===== src/rtl/lsu_load_store_unit.sv =====
// Multi-cycle RV32 load/store unit: req/gnt/rvalid handshake to data memory,
// store lane steering, load extraction and extension, access timeout.
module lsu_load_store_unit #(
    parameter int TIMEOUT = 16
) (
    input  logic        clk,
    input  logic        rst,
    input  logic        start,
    input  logic        is_load,
    input  logic        is_store,
    input  logic [2:0]  funct3,
    input  logic [31:0] addr,
    input  logic [31:0] wdata,
    output logic        stall,
    output logic        done,
    output logic        err,
    output logic [31:0] load_data,
    output logic        mem_req,
    output logic        mem_we,
    output logic [31:0] mem_addr,
    output logic [31:0] mem_wdata,
    output logic [3:0]  mem_wstrb,
    input  logic        mem_gnt,
    input  logic        mem_rvalid,
    input  logic [31:0] mem_rdata
);

    localparam logic [1:0] S_IDLE = 2'd0;
    localparam logic [1:0] S_REQ  = 2'd1;
    localparam logic [1:0] S_WAIT = 2'd2;
    localparam logic [1:0] S_DONE = 2'd3;
    localparam logic [7:0] LIMIT  = 8'(TIMEOUT - 1);

    logic [1:0]  r_state;
    logic        r_load;
    logic [2:0]  r_funct3;
    logic [1:0]  r_off;
    logic        r_err;
    logic [7:0]  r_cnt;
    logic [31:0] r_load_data;
    logic [31:0] r_mem_addr;
    logic [31:0] r_mem_wdata;
    logic [3:0]  r_mem_wstrb;

    logic        w_valid;
    logic        w_f3_ok;
    logic        w_misal;
    logic        w_bad;
    logic [31:0] w_lane_data;
    logic [3:0]  w_lane_strb;
    logic [7:0]  w_byte;
    logic [15:0] w_half;
    logic [31:0] w_ext;

    assign w_valid = is_load | is_store;

    always_comb begin
        w_f3_ok = 1'b0;
        if (is_load) begin
            w_f3_ok = (funct3 == 3'b000) || (funct3 == 3'b001) ||
                      (funct3 == 3'b010) || (funct3 == 3'b100) ||
                      (funct3 == 3'b101);
        end else begin
            w_f3_ok = (funct3 == 3'b000) || (funct3 == 3'b001) ||
                      (funct3 == 3'b010);
        end
    end

    assign w_misal = ((funct3[1:0] == 2'b01) && addr[0]) ||
                     ((funct3[1:0] == 2'b10) && (addr[1:0] != 2'b00));
    assign w_bad   = !w_f3_ok || w_misal;

    // Loads never drive byte enables; only stores steer lanes.
    always_comb begin
        w_lane_data = wdata;
        w_lane_strb = 4'b0000;
        if (!is_load) begin
            case (funct3[1:0])
                2'b00: begin
                    w_lane_strb = 4'b0001 << addr[1:0];
                    w_lane_data = {4{wdata[7:0]}};
                end
                2'b01: begin
                    w_lane_strb = 4'b0011 << {addr[1], 1'b0};
                    w_lane_data = {2{wdata[15:0]}};
                end
                default: begin
                    w_lane_strb = 4'b1111;
                    w_lane_data = wdata;
                end
            endcase
        end
    end

    always_comb begin
        case (r_off)
            2'd0:    w_byte = mem_rdata[7:0];
            2'd1:    w_byte = mem_rdata[15:8];
            2'd2:    w_byte = mem_rdata[23:16];
            default: w_byte = mem_rdata[31:24];
        endcase
    end

    assign w_half = r_off[1] ? mem_rdata[31:16] : mem_rdata[15:0];

    always_comb begin
        case (r_funct3)
            3'b000:  w_ext = {{24{w_byte[7]}}, w_byte};
            3'b001:  w_ext = {{16{w_half[15]}}, w_half};
            3'b100:  w_ext = {24'b0, w_byte};
            3'b101:  w_ext = {16'b0, w_half};
            default: w_ext = mem_rdata;
        endcase
    end

    always_ff @(posedge clk) begin
        if (rst) begin
            r_state     <= S_IDLE;
            r_load      <= 1'b0;
            r_funct3    <= 3'b000;
            r_off       <= 2'b00;
            r_err       <= 1'b0;
            r_cnt       <= 8'd0;
            r_load_data <= 32'd0;
            r_mem_addr  <= 32'd0;
            r_mem_wdata <= 32'd0;
            r_mem_wstrb <= 4'b0000;
        end else begin
            case (r_state)
                S_IDLE: begin
                    if (start && w_valid) begin
                        r_load      <= is_load;
                        r_funct3    <= funct3;
                        r_off       <= addr[1:0];
                        r_mem_addr  <= {addr[31:2], 2'b00};
                        r_mem_wdata <= w_lane_data;
                        r_mem_wstrb <= w_lane_strb;
                        if (w_bad) begin
                            r_err       <= 1'b1;
                            r_load_data <= 32'd0;
                            r_state     <= S_DONE;
                        end else begin
                            r_err   <= 1'b0;
                            r_state <= S_REQ;
                        end
                    end
                end
                S_REQ: begin
                    if (mem_gnt) begin
                        r_cnt   <= 8'd0;
                        r_state <= r_load ? S_WAIT : S_DONE;
                    end
                end
                S_WAIT: begin
                    // A response on the limit cycle still completes normally.
                    if (mem_rvalid) begin
                        r_load_data <= w_ext;
                        r_state     <= S_DONE;
                    end else if (r_cnt == LIMIT) begin
                        r_err       <= 1'b1;
                        r_load_data <= 32'd0;
                        r_state     <= S_DONE;
                    end else begin
                        r_cnt <= r_cnt + 8'd1;
                    end
                end
                default: begin
                    r_err   <= 1'b0;
                    r_state <= S_IDLE;
                end
            endcase
        end
    end

    assign stall     = (r_state == S_IDLE) ? (start && w_valid) :
                       ((r_state == S_REQ) || (r_state == S_WAIT));
    assign done      = (r_state == S_DONE);
    assign err       = done && r_err;
    assign mem_req   = (r_state == S_REQ);
    assign mem_we    = mem_req && !r_load;
    assign mem_addr  = r_mem_addr;
    assign mem_wdata = r_mem_wdata;
    assign mem_wstrb = r_mem_wstrb;
    assign load_data = r_load_data;

endmodule


===== config.mk =====
export PLATFORM = sky130hd
export DESIGN_NAME = lsu_load_store_unit
export DESIGN_NICKNAME = d
export VERILOG_FILES = /design/src/rtl/lsu_load_store_unit.sv
export SDC_FILE = /design/constraint.sdc
export NUM_CORES = 1
export LEC_CHECK = 0
export BUFFER_PORTS_ARGS = -buffer_cell sky130_fd_sc_hd__buf_2
export CAP_MARGIN = 20
export CORE_UTILIZATION = 44
export CTS_CLUSTER_DIAMETER = 100
export DETAILED_ROUTE_END_ITERATION = 8
export PLACE_DENSITY_LB_ADDON = 0.25
export SYNTH_ARGS = -nofsm -noshare
export SYNTH_HDL_FRONTEND = slang
export SYNTH_SLANG_ARGS = --single-unit
export TNS_END_PERCENT = 5

===== constraint.sdc =====
create_clock -name clk -period 2.3 [get_ports clk]
set_input_delay 0.345 -clock clk [delete_from_list [all_inputs] [get_ports clk]]
set_output_delay 0.345 -clock clk [all_outputs]
set_load 0.01 [all_outputs]

# Yosys cells after proc, flatten, opt, wreduce, memory -nomap -nowiden
# Index checks and enable logic that the tools add are counted.
[op_classes]
addsub = 1
eq_ne = 22
shifts = 2
n_mux = 30
n_bitwise = 2
n_reduce_logical = 27
[op_table]
columns = ["operator", "count"]
rows = [
  ["$mux 32", 5],
  ["$pmux 32 s2", 2],
  ["$pmux 32 s4", 1],
  ["$mux 8", 3],
  ["$pmux 8 s3", 1],
  ["$mux 16", 1],
  ["$pmux 8 s2", 1],
  ["$eq 3x3->1 const B", 4],
  ["$reduce_and 4->1", 3],
  ["$mux 2", 5],
  ["$ne 2x2->1 const B", 5],
  ["$add 8x1->8 const B", 1],
  ["$eq 2x2->1 const B", 4],
  ["$eq 8x4->1 const B", 1],
  ["$pmux 4 s2", 1],
  ["$logic_or 1x1->1", 7],
  ["$mux 1", 7],
  ["$eq 2x1->1 const B", 3],
  ["$eq 3x1->1 const B", 2],
  ["$logic_not 2->1", 3],
  ["$logic_not 3->1", 2],
  ["$pmux 2 s3", 1],
  ["$reduce_bool 2->1", 3],
  ["$logic_and 1x1->1", 5],
  ["12 further kinds", 13],
]
[word_totals]
register_bits = 115
input_bits = 106
output_inout_bits = 105
word_cells = 94

# Depth between registers and ports, before layout
# Gate-level depths: netlist (run 1).
[logic_depth]
ltp_word = 11
depth_mapped = 9

# Worst setup path before layout (run 1)
# No wires, ideal clock.
[synth_timing]
path_kind = "register to register"
startpoint = "register r_state[0]"
endpoint = "register r_load_data[20], in the netlist load_data[20]"
arrival_time_ns = 2.198
required_time_ns = 2.239
path_slack_ns = 0.042
stages_incl_launch_ff = 9
path_buffers = 2
synth_period_minus_slack_ns = 2.258
cell_sequence = "dfxtp_1 inv_1 ha_1 buf_2 nand2b_1 a32o_1 nor3_1 clkbuf_1 a32o_1"
[synth_via]
elab_chain_len = 3
elab_cells_between_ends = 8
[synth_lines]
columns = ["element", "line", "text"]
rows = [
  ["start, declared", "34", "logic [1:0] r_state;"],
  ["start signal, assigned", "151", "r_state <= r_load ? S_WAIT : S_DONE;"],
  ["$eq 2x2->1 / $logic_not 2->1 (equally long branches)", "129", "case (r_state)"],
  ["$ne 3x3->1 (no source line) (tied with other cells)", "n/a", ""],
  ["$reduce_and 4->1 (no source line)", "n/a", ""],
  ["end signal, assigned", "157", "r_load_data <= w_ext;"],
  ["end, declared", "40", "logic [31:0] r_load_data;"],
]
# Several ways; a longest one is shown, not always the timed one.
# A chain may end at the register's enable or synchronous reset.

# Worst setup path in the final report (run 1)
[layout_timing]
startpoint = "register r_cnt[4]"
endpoint = "register r_load_data[6], in the netlist load_data[6]"
[layout_via]
elab_chain_len = 3
[layout_lines]
columns = ["element", "line", "text"]
rows = [
  ["start, declared", "39", "logic [7:0] r_cnt;"],
  ["start signal, assigned", "164", "r_cnt <= r_cnt + 8'd1;"],
  ["$eq 8x4->1", "159", "end else if (r_cnt == LIMIT) begin"],
  ["$ne 3x3->1 (no source line)", "n/a", ""],
  ["$reduce_and 4->1 (no source line)", "n/a", ""],
]
# No other way between the ends.

==> flow_summary.ini, run 1 <==
[outcome]
failed_checks = DRC
status = finished, violations left

[detailed_routing]
drtPass1Iterations = 8
vias = 5421
totalWireLength_mm = 15.42
vias_per_cell = 5.498
drt.antenna.violating_nets = 0
drtIter0Drc = 313
wl_per_cell_um = 15.64
drc_errors = 11

[sta]
max-slew-margin-rel_pct = 55.75
setup_ws_ns = 0.1534
setup_violations = 0
fmax_ghz = 0.4659
hold_ws_ns = 0.1690
fin_crit_sh_pct = 93.33
tightest_slew_ns = 0.6637
finalCriticalPeriod_ns = 2.147
rsz0062_at_grt = false
skew_ns = 0.003573
drv_slew = 0
hold_violations = 0
fin_tns_setup_ns = 0

[final_layout]
fin_util_pct = 60.49
layout_common_cells = buf_2, nand2_1, dfxtp_1
mostFrequentLayoutCell = buf_2
fin_nets = 940
syn2layout_area_growth_pct = 31.90
fillers = 1049
layout-drive-gt1-share_pct = 30.64

[pwr]
ir_drop_uv = 577.1
p_leak_nw = 3.143
power_density_nw_per_um2 = 951.3
power.total_mw = 6.683

[synthesis]
synth.top_cell.area_share_pct = 43.22
yosys-top-cells-area = dfxtp_1, nand2_1, a21oi_1
syn_avg_cell_area_um2 = 8.322
async_reset_ff_share_pct = 0
syn_area_um2 = 5326
yosys.area.top_type = dfxtp_1
synth_ff_type = dfxtp_1
synth_cells = 640
ys_types = 56
synth_edf_count = 0
synth-seq-area-share_pct = 43.22
ys_ff_latch = 115
yosysWarningCount = 0

[place]
gp_congestion = 0.8249
dp_hpwl_mm = 11.01
port_buffers = 208
place_ws_ns = 0.1672

[worst_setup_path]
r2r_start = r_cnt[4]$_SDFFE_PP0P_
reg2reg_to = load_data[6]$_SDFFE_PP0P_
critPathBufInv = 0
reg2reg_slack_ns = 0.15
cpMaxStageDelayCell = or4_4
critPathMaxFanout = 10
critPathRequiredTime_ns = 2.61
crit_family = simple AND/OR/NAND/NOR gates
crit_path_start_kind = flop
max_stage_delay_ns = 0.57
r2r_cells = 4
worstPathArrival_ns = 2.46
cp-end-kind = flop
crit_type = reg -> reg
crit_chain = or4_4, o21a_1, or3_4, o41ai_2

[clocking]
clk_latency_ns = 0.41
clk_pin_slew_ns = 0.05
ctsHtreeMaxLevel = 4
cts_buffers = 17
ctsHoldBuffers = 0
root_buffer = clkbuf_16
cts_buffer_depth = 2
post-cts-setup-buffers = 0
clock_sinks = 115
tritoncts = yes

[worst_hold_path]
min_from = addr[19]
min_to = mem_addr[19]$_SDFFE_PP0P_
holdPathStages = 3
hp-class = in -> reg

[floorplan]
ios = 211
die-area_um2 = 12550
rows = 39
core-area_um2 = 11610
start_util_pct = 45.86
die_h_um = 112.0
fp.dieW_um = 112.0

[global_routing]
grt_pass1_wl_mm = 24.93
grt_overflow = 0
grt_pass1_vias = 5190
antenna_found_initial = 1
grt_max_degree = 77
grtUsageTotal_pct = 24.86

[run]
drv_cap = 0
-- final cells by class --
class / instances / area (um2) / area share [%]
multi-input combinational: 454 / 2746 / 39.09
sequential: 115 / 2302 / 32.77
timing repair buffer: 223 / 1166 / 16.60
clock buffer: 28 / 516.7 / 7.355
tap: 143 / 178.9 / 2.547
inverter: 18 / 67.56 / 0.9617
clock inverter: 4 / 45.04 / 0.6411
antenna: 1 / 2.502 / 0.03562
-- logic make-up (layout without fill, tap and decap cells) --
logic type | count (synthesis) | count (layout) | synth area share [%]
mux | 19 | 19 | 3.594
simple gates | 214 | 214 | 18.39
buf+inv | 72 | 273 | 5.614
flops | 115 | 115 | 43.22
fa+ha+maj | 5 | 5 | 1.175
compound gates | 214 | 214 | 27.93
other cells | 1 | 3 | 0.07040
-- routing by layer --
| metal | vias to the layer above | share of wire [%] | global-route usage [%] |
|---|---|---|---|
| li1 | 2673 | - | - |
| met1 | 2511 | 43 | 30.10 |
| met2 | 217 | 47 | 40.99 |
| met3 | 20 | 7.5 | 7.235 |
| met4 | 0 | 1.7 | 11.20 |
| met5 | - | 0 | 0 |
-- how the worst max path moves through the flow --
stage	start	to	slack (ns)	cells after the start
5_1_grt	r_cnt[4]$_SDFFE_PP0P_	load_data[6]$_SDFFE_PP0P_	0.08	4
6_report	r_cnt[4]$_SDFFE_PP0P_	load_data[6]$_SDFFE_PP0P_	0.15	4
2_1_floorplan	r_state[0]$_SDFFE_PP0P_	load_data[20]$_SDFFE_PP0P_	0.04	8
3_3_place_gp	r_cnt[4]$_SDFFE_PP0P_	load_data[6]$_SDFFE_PP0P_	0.25	4
3_5_place_dp	r_state[1]$_SDFFE_PP0P_	load_data[6]$_SDFFE_PP0P_	0.17	6
4_1_cts	r_state[1]$_SDFFE_PP0P_	load_data[6]$_SDFFE_PP0P_	0.15	6
-- cells in the mapped netlist (2+ instances only) --
master,number
a2111o_1,4
a211o_1,8
a21o_1,3
a21oi_1,83
a2bb2oi_1,5
a311oi_1,9
a32o_1,19
and3b_1,6
and4_1,2
buf_1,6
buf_2,5
buf_4,2
buf_6,2
clkbuf_1,39
dfxtp_1,115
ha_1,5
inv_1,17
mux2i_1,18
nand2_1,140
nand2b_1,24
nand3_1,4
nand3b_1,2
nor2_1,16
nor2b_1,6
nor3_1,3
o2111ai_1,2
o211ai_1,24
o21a_1,8
o21ai_0,15
o21ai_1,4
o2bb2ai_1,8
o31ai_1,2
o32ai_1,7
or3_1,3
or3b_1,2
or4_1,2
-- flip-flops by register name, indices dropped and copies added, names as in the netlist --
register	count
load_data	32
mem_addr	30
mem_wdata	32
mem_wstrb	4
r_cnt	8
r_err	1
r_funct3	3
r_load	1
r_off	2
r_state	2
-- what timing repair did --
action,in CTS,in global routing
endpoints found under the hold margin,0,0
endpoints found under the setup margin,0,1
gates resized for setup,0,1
-- power breakdown --
| part | switching (mW) | internal [mW] |
|---|---|---|
| clock | 0.856 | 1.62 |
| combinational | 1.08 | 0.713 |
| sequential | 0.162 | 2.25 |
-- worst min-delay path, delay by kind of cell --
family / cells / cell delay (ns)
and+or+nand+nor: 1 / 0.04
AOI/OAI and AO/OA: 1 / 0.05
buffers and inverters: 1 / 0.09
-- through the flow --
stage	instances	cell area [um2]
final	986	7025
after global routing	986	7025
after CTS	985	7020
after detailed placement	953	6459
after global placement	953	6459
after floorplan	641	5330
Power figures use the tool's default switching activity.
==> run 2, diff against run 1 <==
CELL_PAD_IN_SITES_DETAIL_PLACEMENT = 1   (was not set)
CELL_PAD_IN_SITES_GLOBAL_PLACEMENT = 1   (was not set)
CORE_UTILIZATION = 31   (was 44)
SETUP_SLACK_MARGIN = 0.5   (was not set)
==> flow_summary.ini, run 2 (synthesis gave the netlist of run 1 again) <==
[global_routing]
grt_pass1_vias = 5778
antenna_found_initial = 1
grtUsageTotal_pct = 21.25
grt_overflow = 0
grt_max_degree = 56
grt_pass1_wl_mm = 29.75

[worst_setup_path]
crit_type = reg -> reg
worstPathArrival_ns = 2.21
max_stage_delay_ns = 0.56
cpMaxStageDelayCell = or4_4
crit_path_start_kind = flop
critPathMaxFanout = 26
crit_chain = or4_4, o21a_4, o31a_1, buf_12, a32o_1
critPathRequiredTime_ns = 2.60
crit_family = compound AO/OA/AOI/OAI gates
cp-end-kind = flop
critPathBufInv = 1

[final_layout]
layout-drive-gt1-share_pct = 33.65
syn2layout_area_growth_pct = 36.15
fillers = 2067
mostFrequentLayoutCell = buf_2
layout_common_cells = buf_2, nand2_1, dfxtp_1
fin_nets = 948
final_cells = 1071

[pwr]
seq_power_share_pct = 34.9
power_density_nw_per_um2 = 952.1
switching_share_pct = 34.30
power_frac_comb_pct = 28.6
switchingPower_mw = 2.368
p_clk_share_pct = 36.5
p_leak_nw = 3.173
ir_drop_uv = 523.6
internal-power_mw = 4.536

[sta]
drv_slew = 0
rsz0062_at_grt = true
setup_violations = 0
hold_violations = 0
fin_crit_sh_pct = 82.97
max-slew-margin-rel_pct = 60.45
finalCriticalPeriod_ns = 1.908
skew_ns = 0.005035
fin_tns_setup_ns = 0
tightest_slew_ns = 0.5871
fmax_ghz = 0.5240

[outcome]
status = finished, final reports clean

[floorplan]
rows = 47
die-area_um2 = 17710
core-area_um2 = 16700
start_util_pct = 31.89
ios = 211
fp.dieW_um = 133.1
die_h_um = 133.1

[detailed_routing]
wl_per_cell_um = 17.20
drtIter0Drc = 261
vias = 5569
drc_errors = 0
drtPass1Iterations = 4
drt.antenna.violating_nets = 0
vias_per_cell = 5.200
totalWireLength_mm = 18.42

[clocking]
clk_latency_ns = 0.42
clk_pin_slew_ns = 0.06
clock_sinks = 115
ctsHoldBuffers = 0
cts_buffer_depth = 2
ctsHtreeMaxLevel = 4
root_buffer = clkbuf_16
cts_buffers = 17
tritoncts = yes

[run]
drv_cap = 0

[place]
dp_hpwl_mm = 13.48
dpl.cell_count = 1034
port_buffers = 208
gp_congestion = 0.8245

[worst_hold_path]
hp-class = in -> reg
==> run 2: cell types whose count changed in the layout (fill, tap and decap cells not counted), sizes merged <==
cell / previous run / this run
clkinv: 4 / 6
clkbuf: 28 / 17
inv: 17 / 20
buf: 223 / 231
clkinvlp: 0 / 6
==> run 2: power groups by stage <==
stage          logic (mW)  registers (mW)  clock network (mW)
2_1_floorplan        1.12            2.51                   0
3_3_place_gp         1.82            2.42                   0
3_5_place_dp         1.89            2.44                   0
4_1_cts              1.98            2.40                2.58
5_1_grt              2.18            2.44                2.68
6_report             1.98            2.41                2.52
==> run 2: through the flow <==
| stage | area [um2] | util [%] | setup WS [ns] | hold slack [ns] | power, mW |
|---|---|---|---|---|---|
| finish | 7252 | 43.42 | 0.3918 | 0.1648 | 6.904 |
| floorplan | 5364 | - | 0.3466 | 0.4367 | 3.629 |
| global route | 7249 | 43.41 | 0.3480 | 0.1632 | 7.302 |
| detailed placement | 6594 | 39.48 | 0.1768 | 0.4438 | 4.325 |
| global placement | 6594 | 39.48 | 0.2618 | 0.4366 | 4.244 |
| CTS | 7238 | 43.34 | 0.3959 | 0.1462 | 6.968 |
==> run 2: cell type report <==
type                    count  area [um2]  area share (%)
clock buffers              17       425.4           5.866
clock inverters            15       133.9           1.846
multi-input cells         454        2798           38.58
diodes                      1       2.502         0.03451
well taps                 220       275.3           3.796
inverters                  18       67.56          0.9317
flip-flops and latches    115        2307           31.81
repair buffers            231        1242           17.13
==> run 2: final timing paths <==
kind | startpoint | end | slack [ns] | depth (start not counted)
setup / recovery | r_cnt[7]$_SDFFE_PP0P_ | load_data[30]$_SDFFE_PP0P_ | 0.39 | 5
hold / removal | addr[17] | mem_addr[17]$_SDFFE_PP0P_ | 0.16 | 3
setup reg to reg | r_cnt[7]$_SDFFE_PP0P_ | load_data[30]$_SDFFE_PP0P_ | 0.39 | 5
hold reg to reg | mem_wdata[15]$_SDFFE_PP0P_ | mem_wdata[15]$_SDFFE_PP0P_ | 0.45 | 2
==> run 2: metal layers <==
metal | vias up | share of wire, % | wire length (um) | global-route usage, %
li1 | 2701 | - | - | -
met1 | 2679 | 42 | 7689 | 24.45
met2 | 171 | 49 | 9108 | 36.88
met3 | 18 | 7.4 | 1367 | 7.318
met4 | 0 | 1.4 | 257 | 6.450
met5 | - | 0 | 0 | 0
==> run 2: what timing repair did <==
| item | in CTS | in global routing |
|---|---|---|
| setup buffers | 4 | 0 |
| pin swaps | 2 | 0 |
| setup endpoints to repair | 67 | 66 |
| gates resized for setup | 16 | 4 |
==> run 2: worst register-to-register path: stages, from the launching register on <==
cell and delay [ns]:
dfxtp_1 0.33, or4_4 0.56, o21a_4 0.24, o31a_1 0.28, buf_12 0.17, a32o_1 0.22
